`src/rtl/conn_req_ctrl_pkg.sv`:
```
// Shared types for the connection request sequencer: state encoding, widths, helpers.
// Latency: n/a (declarations only).
// Backpressure: n/a (declarations only).
package conn_req_ctrl_pkg;

   // Default width of the timeout counter and of every period parameter
   localparam int CNT_W_DEF = 16;
   // Width of the retry index
   localparam int RETRY_W   = 4;

   typedef enum logic [2:0] {
      ST_IDLE      = 3'd0,
      ST_REQ       = 3'd1,
      ST_WAIT_ACK  = 3'd2,
      ST_BACKOFF   = 3'd3,
      ST_CONNECTED = 3'd4,
      ST_KA_WAIT   = 3'd5,
      ST_FAIL      = 3'd6
   } state_e;

   // A link counts as up while connected or while a keep-alive probe is outstanding
   function automatic logic is_linked(input state_e s);
      return (s == ST_CONNECTED) || (s == ST_KA_WAIT);
   endfunction

endpackage

```
`src/rtl/conn_req_ctrl_timer.sv`:
```
// Loadable down-counter shared by the ack, backoff and keep-alive phases.
// Latency: a load of N raises o_expire N cycles after the load cycle.
// Backpressure: none; clear beats load, load beats decrement, zero holds.
module conn_timer
   import conn_req_ctrl_pkg::*;
#(
   parameter int CNT_W = CNT_W_DEF
)(
   input  logic             i_sys_clk,
   input  logic             i_rstn,
   input  logic             i_clr,
   input  logic             i_load,
   input  logic [CNT_W-1:0] i_load_val,
   output logic             o_expire
);

   logic [CNT_W-1:0] cnt_q;
   logic [CNT_W-1:0] cnt_d;

   // Next count: clear, runtime load, or count down and rest at zero
   always_comb begin
      cnt_d = cnt_q;
      if (i_clr) begin
         cnt_d = '0;
      end else if (i_load) begin
         cnt_d = i_load_val;
      end else if (cnt_q != '0) begin
         cnt_d = cnt_q - 1'b1;
      end
   end

   // Count register
   always_ff @(posedge i_sys_clk or negedge i_rstn) begin
      if (!i_rstn) begin
         cnt_q <= '0;
      end else begin
         cnt_q <= cnt_d;
      end
   end

   // Expiry is the cycle the count sits at 1 (it reaches 0 on the next edge)
   assign o_expire = (cnt_q == {{(CNT_W-1){1'b0}}, 1'b1});

endmodule

```
`src/rtl/conn_req_ctrl.sv`:
```
// Connection establishment / keep-alive sequencer with exponential-backoff retries.
// Latency: o_connect_req two cycles after i_open is sampled; all outputs registered.
// Backpressure: none; pulse handshake with the peer, i_close aborts from any state.
module conn_req_ctrl
   import conn_req_ctrl_pkg::*;
#(
   parameter int               CNT_W            = CNT_W_DEF,
   parameter logic [CNT_W-1:0] ACK_TIMEOUT      = 16'h34BC,
   parameter logic [CNT_W-1:0] BACKOFF_BASE     = 16'h0100,
   parameter logic [CNT_W-1:0] KEEPALIVE_PERIOD = 16'hFFFF,
   parameter int               MAX_RETRY        = 3
)(
   input  logic               i_sys_clk,
   input  logic               i_rstn,
   input  logic               i_open,
   input  logic               i_close,
   input  logic               i_ack,
   input  logic               i_nack,
   input  logic               i_rx_vld,
   output logic               o_connect_req,
   output logic               o_keepalive_req,
   output logic               o_connected,
   output logic               o_fail,
   output logic [RETRY_W-1:0] o_retry_cnt
);

   localparam logic [RETRY_W-1:0] MAX_R = RETRY_W'(MAX_RETRY);
   // Wide enough that BACKOFF_BASE shifted by any retry index never loses bits
   localparam int SHW = CNT_W + (1 << RETRY_W);

   state_e             state_q, state_d;
   logic [RETRY_W-1:0] retry_q, retry_d;
   logic               creq_q, creq_d;
   logic               ka_q, ka_d;
   logic               conn_q, conn_d;
   logic               fail_q, fail_d;

   logic               tmr_clr;
   logic               tmr_load;
   logic [CNT_W-1:0]   tmr_load_val;
   logic               tmr_expire;

   logic [SHW-1:0]     bo_wide;
   logic [CNT_W-1:0]   bo_val;

   conn_timer #(
      .CNT_W (CNT_W)
   ) u_timer (
      .i_sys_clk  (i_sys_clk),
      .i_rstn     (i_rstn),
      .i_clr      (tmr_clr),
      .i_load     (tmr_load),
      .i_load_val (tmr_load_val),
      .o_expire   (tmr_expire)
   );

   // Backoff for the current retry index, saturating to all-ones on overflow
   always_comb begin
      bo_wide = {{(SHW-CNT_W){1'b0}}, BACKOFF_BASE} << retry_q;
      bo_val  = (|bo_wide[SHW-1:CNT_W]) ? '1 : bo_wide[CNT_W-1:0];
   end

   // State, retry index and registered outputs
   always_ff @(posedge i_sys_clk or negedge i_rstn) begin
      if (!i_rstn) begin
         state_q <= ST_IDLE;
         retry_q <= '0;
         creq_q  <= 1'b0;
         ka_q    <= 1'b0;
         conn_q  <= 1'b0;
         fail_q  <= 1'b0;
      end else begin
         state_q <= state_d;
         retry_q <= retry_d;
         creq_q  <= creq_d;
         ka_q    <= ka_d;
         conn_q  <= conn_d;
         fail_q  <= fail_d;
      end
   end

   // Next state, retry index and timer control; close > ack > rx > nack > expiry
   always_comb begin
      state_d      = state_q;
      retry_d      = retry_q;
      tmr_clr      = 1'b0;
      tmr_load     = 1'b0;
      tmr_load_val = '0;
      if (i_close) begin
         state_d = ST_IDLE;
         tmr_clr = 1'b1;
      end else begin
         case (state_q)
            ST_IDLE, ST_FAIL: begin
               if (i_open) begin
                  state_d = ST_REQ;
                  retry_d = '0;
               end
            end
            ST_REQ: begin
               tmr_load     = 1'b1;
               tmr_load_val = ACK_TIMEOUT;
               state_d      = ST_WAIT_ACK;
            end
            ST_WAIT_ACK: begin
               if (i_ack) begin
                  state_d      = ST_CONNECTED;
                  retry_d      = '0;
                  tmr_load     = 1'b1;
                  tmr_load_val = KEEPALIVE_PERIOD;
               end else if (i_nack || tmr_expire) begin
                  if (retry_q == MAX_R) begin
                     state_d = ST_FAIL;
                  end else begin
                     state_d      = ST_BACKOFF;
                     retry_d      = retry_q + 1'b1;
                     tmr_load     = 1'b1;
                     tmr_load_val = bo_val;
                  end
               end
            end
            ST_BACKOFF: begin
               if (tmr_expire) begin
                  state_d = ST_REQ;
               end
            end
            ST_CONNECTED: begin
               if (i_rx_vld) begin
                  tmr_load     = 1'b1;
                  tmr_load_val = KEEPALIVE_PERIOD;
               end else if (tmr_expire) begin
                  state_d      = ST_KA_WAIT;
                  tmr_load     = 1'b1;
                  tmr_load_val = ACK_TIMEOUT;
               end
            end
            ST_KA_WAIT: begin
               if (i_ack || i_rx_vld) begin
                  state_d      = ST_CONNECTED;
                  tmr_load     = 1'b1;
                  tmr_load_val = KEEPALIVE_PERIOD;
               end else if (tmr_expire) begin
                  state_d = ST_REQ;
                  retry_d = '0;
               end
            end
            default: begin
               state_d = ST_IDLE;
               tmr_clr = 1'b1;
            end
         endcase
      end
   end

   // Output values for the next cycle: pulses mark transitions, levels follow next state
   always_comb begin
      creq_d = !i_close && (state_q == ST_REQ);
      ka_d   = !i_close && (state_q == ST_CONNECTED) && (state_d == ST_KA_WAIT);
      conn_d = is_linked(state_d);
      fail_d = (state_d == ST_FAIL);
   end

   assign o_connect_req   = creq_q;
   assign o_keepalive_req = ka_q;
   assign o_connected     = conn_q;
   assign o_fail          = fail_q;
   assign o_retry_cnt     = retry_q;

endmodule

```
`config.mk`:
```
export PLATFORM = sky130hd
export DESIGN_NAME = conn_req_ctrl
export DESIGN_NICKNAME = d
export VERILOG_FILES = /design/src/rtl/conn_req_ctrl_pkg.sv /design/src/rtl/conn_req_ctrl_timer.sv /design/src/rtl/conn_req_ctrl.sv
export SDC_FILE = /design/constraint.sdc
export NUM_CORES = 1
export LEC_CHECK = 0
export ABC_AREA = 1
export CORE_UTILIZATION = 41
export DETAILED_ROUTE_END_ITERATION = 8
export GPL_TIMING_DRIVEN = 0
export PLACE_DENSITY = 0.61
export REMOVE_ABC_BUFFERS = 1
export SLEW_MARGIN = 0
export SYNTH_ARGS = -nofsm -noshare
export SYNTH_HDL_FRONTEND = slang
export SYNTH_HIERARCHICAL = 1
export SYNTH_SLANG_ARGS = --single-unit
```
`constraint.sdc`:
```
create_clock -name i_sys_clk -period 3 [get_ports i_sys_clk]
set_input_delay 0.6 -clock i_sys_clk [delete_from_list [all_inputs] [get_ports i_sys_clk]]
set_output_delay 0.6 -clock i_sys_clk [all_outputs]
set_load 0.01 [all_outputs]
```
Word level (Yosys, flattened, before mapping)
Cells that the tools add are included.

storage, ports and cells
  bits in registers = 27
  word-level logic and storage cells = 81
  output and inout port bits = 8
  bits of input ports = 7

cells by class
  reduce and logical (&&, ||, !) cells = 15
  shift-type cells = 1
  bitwise operators = 1
  multiplexer cells = 39
  add/sub/neg operators = 2
  equal/unequal tests = 16

operators with widths
  cell                   count
  $mux 16                10
  $pmux 16 s4            1
  $shl 9x4->32 const A   1
  $mux 3                 9
  $mux 4                 6
  $eq 3x3->1 const B     6
  $pmux 3 s6             1
  $eq 16x1->1 const B    1
  $reduce_bool 16->1     1
  $reduce_or 16->1       1
  $sub 16x1->16 const B  1
  $mux 14                1
  $pmux 4 s3             1
  $mux 1                 9
  $reduce_and 7->1       1
  $reduce_or 7->1        1
  $eq 3x2->1 const B     2
  $ne 2x2->1 const B     3
  $ne 3x3->1 const B     2
  $reduce_bool 3->1      2
  $add 4x1->4 const B    1
  $eq 4x2->1 const B     1
  $pmux 1 s4             1
  $eq 3x1->1 const B     1
  other kinds (6)        10

Depth between registers and ports, before layout
Gate-level depths: netlist (run 1).

  word-level depth = 10
  depth in mapped cells = 19
  mapped depth without buffers = 18

Modules after synthesis
Netlist (run 1), hierarchy kept.

by module, submodules not included
  module         cells an instance  seq. area each (sq um)  area each (sq um)  instances
  conn_timer     176                400.4                   1202.4             1
  conn_req_ctrl  165                275.3                   1064.8             1

Worst setup path after synthesis (run 1)
Ideal clock, no wire load.

  path type = reg-to-reg
  start point = reg u_timer.cnt_q[7]
  end point = reg u_timer.cnt_q[5]
  setup slack = 430 ps
  arrival time = 2433 ps
  library setup time = 137 ps
  cell stages (with the launch flop) = 19
  buffers on the path = 1
  clock period less this slack = 2570 ps
  cell sequence = dfrtp_1 > nor2_1 > nand2_1 > inv_1 > nand3_1 > nor3_1 > nor2_1 > inv_1 > nand2_2 > a21oi_4 > inv_1 > nand2_1 > nand2_2 > inv_1 > inv_1 > clkbuf_1 > or2_2 > nand3_1 > a21oi_1

on the way
  word-level cells in the longest chain between the ends = 8

RTL lines
  element                 line                       source
  start, declared         conn_req_ctrl_timer.sv:17  logic [CNT_W-1:0] cnt_q;
  start signal, assigned  conn_req_ctrl_timer.sv:37  cnt_q <= cnt_d;
  $eq 16x1->1 (*)         conn_req_ctrl_timer.sv:42  assign o_expire = (cnt_q == {{(CNT_W-1){1'b0}}, 1'b1});
  net tmr_expire          conn_req_ctrl.sv:41        logic tmr_expire;
  $logic_or 1x1->1        conn_req_ctrl.sv:111       end else if (i_nack || tmr_expire) begin
  $mux 1                  conn_req_ctrl.sv:111
  $mux 1                  conn_req_ctrl.sv:106       if (i_ack) begin
  $pmux 1 s4 (*)          conn_req_ctrl.sv:93        case (state_q)
  $mux 1 (*)              conn_req_ctrl.sv:89        if (i_close) begin
  net tmr_load            conn_req_ctrl.sv:39        logic tmr_load;
  $mux 16                 conn_req_ctrl_timer.sv:25  end else if (i_load) begin
  $mux 16                 conn_req_ctrl_timer.sv:23  if (i_clr) begin

The timed path passes the listed nets; every way through them passes the cells marked *.
A chain may end at the register's enable or synchronous reset.

Worst setup path in the final report (run 1)
  start point = in i_ack
  end point = reg u_timer.cnt_q[8]

on the way
  word-level cells in the longest chain between the ends = 6

RTL lines
  element           line                       source
  start, declared   conn_req_ctrl.sv:17        input logic i_ack,
  $logic_or 1x1->1  conn_req_ctrl.sv:138       if (i_ack || i_rx_vld) begin
  $mux 1            conn_req_ctrl.sv:138
  $pmux 1 s4 (*)    conn_req_ctrl.sv:93
  $mux 1 (*)        conn_req_ctrl.sv:89
  net tmr_load      conn_req_ctrl.sv:39
  $mux 16           conn_req_ctrl_timer.sv:25
  $mux 16           conn_req_ctrl_timer.sv:23

Marked as above.

==> impl_metrics.ini, run 1 <==
[status]
status = finished, final reports clean

[worst_setup_path]
crit_arrival_ps = 2880
cp_max_fo = 14
endpoint_kind = register
crit_type = input pin to register
required_ps = 3170
start_kind = input pin

[power_and_ir_drop]
p_int_uw = 1110
p_seq_share_pct = 26.5
switching_share_pct = 51.6
leakage_uw = 0.00130
power-per-cell-area_nw_per_um2 = 873
pwr-share-clk_pct = 9.3
comb_power_share_pct = 64.2
peakVddDrop_mv = 0.341
p_switching_uw = 1180

[detailed_routing]
drc = 0
detail_route.wl_per_cell_um = 12.1
drt_iter0_markers = 121
avgViaCountPerCell = 4.98
drt_first_pass_iters = 4
drtAntennaViolNets = 0
wl_mm = 5.27
via_count = 2176

[clock_tree]
clockBufferDepth = 2
cts_tree = built
clk_pin_slew_ps = 100
cts_made_buffers = 3
cts.sinks = 27
insertion_delay_ps = 270
root_buffer = clkbuf_8
htree_levels = 1

[timing]
setup_tns_ps = 0
slew_headroom_pct = 58.3
period_needed_ps = 2710
finalCritPeriodShare_pct = 90.4
timing.final.ws_setup_ps = 287
rsz0062_at_grt = no
whs_ps = 329
tightestPinTransition_ps = 625
fmax_mhz = 369
final-max-slew-violation-count = 0
hold_viol_final = 0
finalSetupViolations = 0
fin_worst_skew_ps = 4.70

[layout]
final_cell_mix = nand2_1 (76), nor2_1 (63), nand3_1 (39)
drive_gt1_share_pct = 17.7
final_common_cell = nand2_1
antenna_cells = 0
final_nets = 384
final_cells = 437
postLayoutCoreUtil_pct = 50.4
synthToLayoutAreaGrowth_pct = 15.8

[placement]
numPortBuffers = 14
placed_cells = 419
pre_cts_slack_ps = -643
post-dp-hpwl_mm = 3.81
place_congestion = 0.863

[synth]
synth_cell_types = 33
yosysWarnings = 6
syn_area_per_cell_um2 = 6.65
yosysSeqAreaShare_pct = 29.8
syn_area_um2 = 2270
syn_inst = 341
ys_ff_latch = 27

[die]
ios = 15
initial_core_util_pct = 43.6
dieArea_um2 = 5830
dieWidth_um = 76.4
die-height_um = 76.4
core-area_um2 = 5200
rows = 26

[grt]
overflow = 0
grt_pass1_vias = 2080
gr-usage-all-layers_pct = 19.2
grt_first_pass_wirelength_mm = 9.25
antenna_found_initial = 0
grt_max_degree = 28

[worst_hold_path]
hold_path.class = input pin to asynchronous set/reset pin

[run]
cap_viol_max_count = 0
-- metal layers --
| metal | vias up | global-route usage [%] | part of all wire, % |
|---|---|---|---|
| met3 | 12 | 2.16 | 2.5 |
| met4 | 0 | 6.15 | 2.6 |
| met2 | 40 | 33.1 | 47 |
| met1 | 989 | 25.1 | 48 |
| met5 | - | 0 | 0 |
| li1 | 1135 | - | - |
-- cells in the mapped netlist --
cell      number  area, um^2
a21boi_0       1        7.51
a21oi_1       20         100
a21oi_2        1        8.76
a21oi_4        1        16.3
a31o_2         1        8.76
buf_2          1        5.00
buf_6          1        11.3
clkbuf_1       3        11.3
clkbuf_8       1        13.8
dfrtp_1       27         676
ha_1           9         113
inv_1         37         139
inv_2          5        18.8
nand2_1       76         285
nand2_2        3        18.8
nand2_4        1        11.3
nand3_1       40         200
nand3_2        6        60.1
nand3_4        1        17.5
nand3b_1       3        22.5
nand4_1        2        12.5
nor2_1        65         244
nor2_2         3        18.8
nor2_4         4        45.0
nor3_1         3        15.0
nor3_2         1        10.0
nor3_4         1        16.3
o21ai_0        8        40.0
o21ai_2        2        17.5
o22ai_2        1        12.5
or2_2          9        56.3
xnor2_1        1        8.76
xor2_1         3        26.3
-- cell type report --
type                    count  area (um^2)
repair inverters            2         12.5
clock buffers               4         45.0
well taps                  70         87.6
fillers                   554         2580
flip-flops and latches     27          676
repair buffers             26          225
inverters                  42          165
multi-input cells         266         1410
-- critical path, cell delays in order --
cell,delay (ps)
clkdlybuf4s50_1,490
nor2_1,350
o22ai_2,200
nor2_1,190
nand2_1,90
nand2_2,110
clkinvlp_4,140
nor2_1,200
nand3_4,210
nand2_1,230
nor2_1,70
-- path summary, 6_finish.rpt --
path / end / cells past startpoint / slack, ps / startpoint
setup reg to reg: u_timer/cnt_q[8] / 20 / 300 / u_timer/cnt_q[7]
min in group i_sys_clk: o_retry_cnt[3] / 2 / 600 / o_retry_cnt[3]
hold / removal: u_timer/cnt_q[3] / 1 / 330 / i_rstn
max in group asynchronous: state_q[1] / 1 / 2260 / i_rstn
setup / recovery: u_timer/cnt_q[8] / 11 / 290 / i_ack
hold reg to reg: o_retry_cnt[3] / 2 / 600 / o_retry_cnt[3]
-- kinds of logic after synthesis --
logic type | after synthesis | share of synthesized area [%]
compound gates | 35 | 9.33
flops | 27 | 29.8
xor+xnor | 4 | 1.55
fa+ha+maj | 9 | 4.97
simple gates | 218 | 45.6
buf+inv | 48 | 8.77
-- state kept, by name, summed over array words and instances (netlist names) --
register,count
o_fail,1
state_q,3
o_retry_cnt,4
o_keepalive_req,1
o_connected,1
o_connect_req,1
u_timer/cnt_q,16
-- metrics by stage --
stage / total power, uW / cell area (um^2)
final: 2290 / 2630
after global routing: 2570 / 2630
after CTS: 2250 / 2560
after detailed placement: 1970 / 2450
after global placement: 1950 / 2450
after floorplan: 1700 / 2230
-- power by group through the flow --
stage	Sequential (uW)	Clock, uW	Combinational [uW]
finish	608	212	1470
floorplan	584	0	1110
CTS	603	227	1420
global route	625	246	1700
detailed placement	610	0	1360
global placement	606	0	1350
-- what timing repair did --
action / CTS / global route
cloned: 1 / 1
hold endpoints to repair: 0 / 0
setup endpoints to repair: 16 / 16
hold buffers: 0 / 0
buffers inserted: 5 / 7
gates resized for setup: 5 / 4
pin swaps: 0 / 2
Power figures use the tool's default switching activity.
==> run 2: changes to the inputs <==
--- a/config.mk
+++ b/config.mk
@@ -7,6 +7,7 @@
 export LEC_CHECK = 0
 export ABC_AREA = 1
 export CORE_UTILIZATION = 41
+export CTS_CLUSTER_DIAMETER = 40
 export DETAILED_ROUTE_END_ITERATION = 8
 export GPL_TIMING_DRIVEN = 0
 export PLACE_DENSITY = 0.61
==> constraint.sdc (replaced) <==
create_clock -name i_sys_clk -period 2.7 [get_ports i_sys_clk]
set_input_delay 0.54 -clock i_sys_clk [delete_from_list [all_inputs] [get_ports i_sys_clk]]
set_output_delay 0.54 -clock i_sys_clk [all_outputs]
set_load 0.01 [all_outputs]
==> impl_metrics.ini, run 2 (synthesis results as in run 1) <==
[status]
status = finished, final reports clean

[clock_tree]
cts_tree = built
cts_made_buffers = 3
clk_pin_slew_ps = 100
insertion_delay_ps = 270
htree_levels = 1
hold_buffers = 0
cts.sinks = 27
root_buffer = clkbuf_8
clockBufferDepth = 2

[layout]
largest_reg_flops = 16
synthToLayoutAreaGrowth_pct = 19.9
antenna_cells = 0
final_nets = 393
final_common_cell = nand2_1
regMostFlops = u_timer/cnt_q
final_cell_mix = nand2_1 (73), nor2_1 (61), nand3_1 (38)
drive_gt1_share_pct = 21.3

[timing]
period_needed_ps = 2520
tightestPinTransition_ps = 626
slew_headroom_pct = 58.2
final-max-slew-violation-count = 0
finalSetupViolations = 0
timing.final.ws_setup_ps = 181
finalCritPeriodShare_pct = 93.3
fin_worst_skew_ps = 4.61
fmax_mhz = 397
hold_viol_final = 0
setup_tns_ps = 0

[die]
core-area_um2 = 5200
ios = 15
dieArea_um2 = 5830
rows = 26
dieWidth_um = 76.4
initial_core_util_pct = 43.6
die-height_um = 76.4

[detailed_routing]
drtAntennaViolNets = 0
drt_iter0_markers = 95
detail_route.wl_per_cell_um = 11.9
wl_mm = 5.33
drt_first_pass_iters = 4
via_count = 2187
drc = 0
avgViaCountPerCell = 4.90

[grt]
grt_first_pass_wirelength_mm = 9.23
antenna_found_initial = 0
grt_max_degree = 28
overflow = 0
grt_pass1_vias = 2082
gr-usage-all-layers_pct = 19.2

[worst_setup_path]
crit_chain = clkdlybuf4s50_1, nor2_2, o22ai_2, nor2_1, nand2_1, nand2_2, clkinvlp_4, nor2_1, nand3_4, nand2_2, nor2_1
required_ps = 2870
start_kind = input pin
worst_path_max_delay_cell = clkdlybuf4s50_1
path_common_cell = nor2_1
cpPeakStageDelay_ps = 500
reg2regPathDepth = 20
crit_type = input pin to register
endpoint_kind = register
crit_arrival_ps = 2690
cp_max_fo = 14
reg2reg_from = u_timer/cnt_q[7]
startpoint = i_ack

[power_and_ir_drop]
power-per-cell-area_nw_per_um2 = 974
leakage_uw = 0.00135
peakVddDrop_mv = 0.379

[run]
cap_viol_max_count = 0

[placement]
post-dp-hpwl_mm = 3.81
pre_cts_slack_ps = -943
place_congestion = 0.863
numPortBuffers = 14

[worst_hold_path]
hold_path.class = input pin to asynchronous set/reset pin
[run 2: cell count changes in the layout (fill, tap and decap cells not counted), sizes merged]
cell and delta:
buf +8, clkinvlp +1
[run 2: critical path, delay by kind of cell]
family                 cells  cell delay (ps)
and+or+nand+nor            8             1300
AOI/OAI and AO/OA          1              180
buffers and inverters      2              680
[run 2: metrics by stage]
step / area (um^2) / power, uW / hold WS [ps] / utilization (%) / cells
2_1_floorplan: 2230 / 1890 / 244 / - / 335
3_3_place_gp: 2450 / 2170 / 572 / 47.1 / 419
3_5_place_dp: 2450 / 2190 / 581 / 47.1 / 419
4_1_cts: 2580 / 2520 / 596 / 49.6 / 431
5_1_grt: 2720 / 2950 / 321 / 52.2 / 446
6_report: 2720 / 2650 / 269 / 52.2 / 446
[run 2: cell type report]
type,instances,area [um^2]
fill,551,2490
multi-input combinational,266,1430
sequential,27,676
timing repair buffer,34,293
inverter,42,165
tap,70,87.6
clock buffer,4,45.0
timing repair inverter,3,20.0
[run 2: repair_timing]
action                                  CTS  global route
cloned                                    1             2
buffers inserted                          7            13
pin swaps                                 2             4
endpoints found under the setup margin   16            16
resized for setup                         7            11
[run 2: power by group]
group	internal, uW	switching, uW
logic	661	1080
clock network	106	131
registers	533	138
[run 2: path summary, 6_finish.rpt]
kind / slack [ps] / endpoint
setup / recovery: 180 / u_timer/cnt_q[8]
hold / removal: 270 / u_timer/cnt_q[3]
min in group i_sys_clk: 600 / o_retry_cnt[3]
max in group asynchronous: 2020 / state_q[1]
hold reg to reg: 600 / o_retry_cnt[3]
setup reg to reg: 220 / u_timer/cnt_q[8]
[run 2: layer usage]
metal	track usage [%]	vias up	routed length, um	part of all wire (%)
li1	-	1154	-	-
met1	25.1	987	2560	48
met2	33.1	34	2510	47
met3	2.16	12	113	2.1
met4	6.15	0	140	2.6
met5	0	-	0	0
==> run 3: changes to the inputs <==
--- a/config.mk
+++ b/config.mk
@@ -6,6 +6,8 @@
 export NUM_CORES = 1
 export LEC_CHECK = 0
 export ABC_AREA = 1
+export CAP_MARGIN = 20
+export CORE_MARGIN = 5
 export CORE_UTILIZATION = 41
 export CTS_CLUSTER_DIAMETER = 40
 export DETAILED_ROUTE_END_ITERATION = 8
==> impl_metrics.ini, run 3 (synthesis results as in run 1) <==
[worst_setup_path]
cpPeakStageDelay_ps = 420
crit_arrival_ps = 2740
start_kind = register
cp_max_fo = 5
path_common_cell = nand2_2
crit_buf_inv = 5
rrSetupSlack_ps = 140
crit_chain = nor2_2, nand2_2, inv_2, nand3_2, nor3_4, nor2_1, inv_1, nand2_2, a21oi_4, inv_1, nand2_1, nand2_2, clkinvlp_4, clkinvlp_4, or2_2, nand3_1, a21oi_1
crit_type = register to register
endpoint_kind = register
required_ps = 2880
worst_path_max_delay_cell = dfrtp_1
cp_top_family = simple AND/OR/NAND/NOR gates

[grt]
overflow = 0
antenna_found_initial = 0
top_usage_layer = met2
use_met3_pct = 2.85
grt_first_pass_wirelength_mm = 9.29
grt_max_degree = 19
grt.met2_usage_pct = 27.0
grtUsageMet1_pct = 20.0
gr-usage-all-layers_pct = 15.8
grt_pass1_vias = 2115

[timing]
hold_viol_final = 0
finalCritPeriodShare_pct = 94.7
slew_headroom_pct = 61.1
final-max-slew-violation-count = 0
fmax_mhz = 391
finalSetupViolations = 0
period_needed_ps = 2560
tightestPinTransition_ps = 582
fin_worst_skew_ps = 2.07
timing.final.ws_setup_ps = 142

[die]
initial_core_util_pct = 41.7
rows = 27
die-height_um = 84.4
ios = 15
dieArea_um2 = 7120
core-area_um2 = 5440
dieWidth_um = 84.4

[clock_tree]
insertion_delay_ps = 280
clockBufferDepth = 2
cts_tree = built
htree_levels = 1
cts_made_buffers = 3
cts.sinks = 27
root_buffer = clkbuf_8
hold_buffers = 0
clk_pin_slew_ps = 100

[status]
status = finished, final reports clean

[detailed_routing]
avgViaCountPerCell = 4.93
drt_first_pass_iters = 4
via_count = 2186
drc = 0
detail_route.wl_per_cell_um = 12.2
wl_mm = 5.41
drt_iter0_markers = 54
drtAntennaViolNets = 0

[run]
cap_viol_max_count = 0

[layout]
final_common_cell = nand2_1
final_cell_mix = nand2_1 (73), nor2_1 (62), nand3_1 (39)
postLayoutCoreUtil_pct = 49.9
regMostFlops = u_timer/cnt_q
regArea_um2 = 676
multiInputGateArea_um2 = 1420
nFillCells = 557
largest_reg_flops = 16
final_nets = 388
fin_area_um2 = 2710
antenna_cells = 0
final_cells = 443
drive_gt1_share_pct = 19.9
synthToLayoutAreaGrowth_pct = 19.6

[placement]
placed_cells = 422
pre_cts_slack_ps = -949
placed_cell_area_um2 = 2480
post-dp-hpwl_mm = 3.96
numPortBuffers = 14
place_congestion = 0.900

[power_and_ir_drop]
leakage_uw = 0.00133
power-per-cell-area_nw_per_um2 = 968
finalPower_uw = 2630
peakVddDrop_mv = 0.397

[worst_hold_path]
hold_path.class = register to register
-- run 3: path summary, 6_finish.rpt --
kind | startpoint | cells after the start | endpoint
hold / removal | u_timer/cnt_q[1] | 2 | u_timer/cnt_q[1]
min in group asynchronous | i_rstn | 1 | u_timer/cnt_q[4]
max in group asynchronous | i_rstn | 2 | state_q[1]
setup reg to reg | u_timer/cnt_q[4] | 17 | u_timer/cnt_q[13]
setup / recovery | u_timer/cnt_q[4] | 17 | u_timer/cnt_q[13]
hold reg to reg | u_timer/cnt_q[1] | 2 | u_timer/cnt_q[1]
-- run 3: worst min-delay path: stages (launching register included) --
cell     delay [ps]
dfrtp_1         410
inv_2            90
o21ai_2          60
-- run 3: layout make-up --
class                   count  area share (%)
clock buffers               3            1.52
inverters                  42            6.09
multi-input cells         266            52.5
well taps                  72            3.32
repair inverters            2           0.554
clock inverters             1           0.185
repair buffers             30            10.9
flip-flops and latches     27            24.9
-- run 3: per-stage QoR --
| stage | hold WS (ps) | setup TNS, ps |
|---|---|---|
| 2_1_floorplan | 244 | -576 |
| 3_3_place_gp | 572 | -12720 |
| 3_5_place_dp | 589 | -12740 |
| 4_1_cts | 605 | 0 |
| 5_1_grt | 631 | -9.72 |
| 6_report | 593 | 0 |
-- run 3: layer usage --
| metal | share of wire, % | vias to the layer above | routed length, um |
|---|---|---|---|
| met3 | 2.3 | 11 | 124 |
| met2 | 47 | 28 | 2560 |
| li1 | - | 1143 | - |
| met1 | 48 | 1004 | 2610 |
| met4 | 2.2 | 0 | 119 |
| met5 | 0 | - | 0 |
-- run 3: timing repair --
item	CTS	global route
gates resized for setup	8	8
setup endpoints to repair	16	16
hold endpoints to repair	0	0
setup buffers	7	8
cloned	2	0
pin swaps	2	2
-- run 3: power by group --
group	total [uW]	switching, uW	leakage, uW	internal [uW]
clock network	248	144	0.0000255	104
registers	670	137	0.000366	533
logic	1710	1070	0.000943	638
total	2630	1350	0.00133	1270
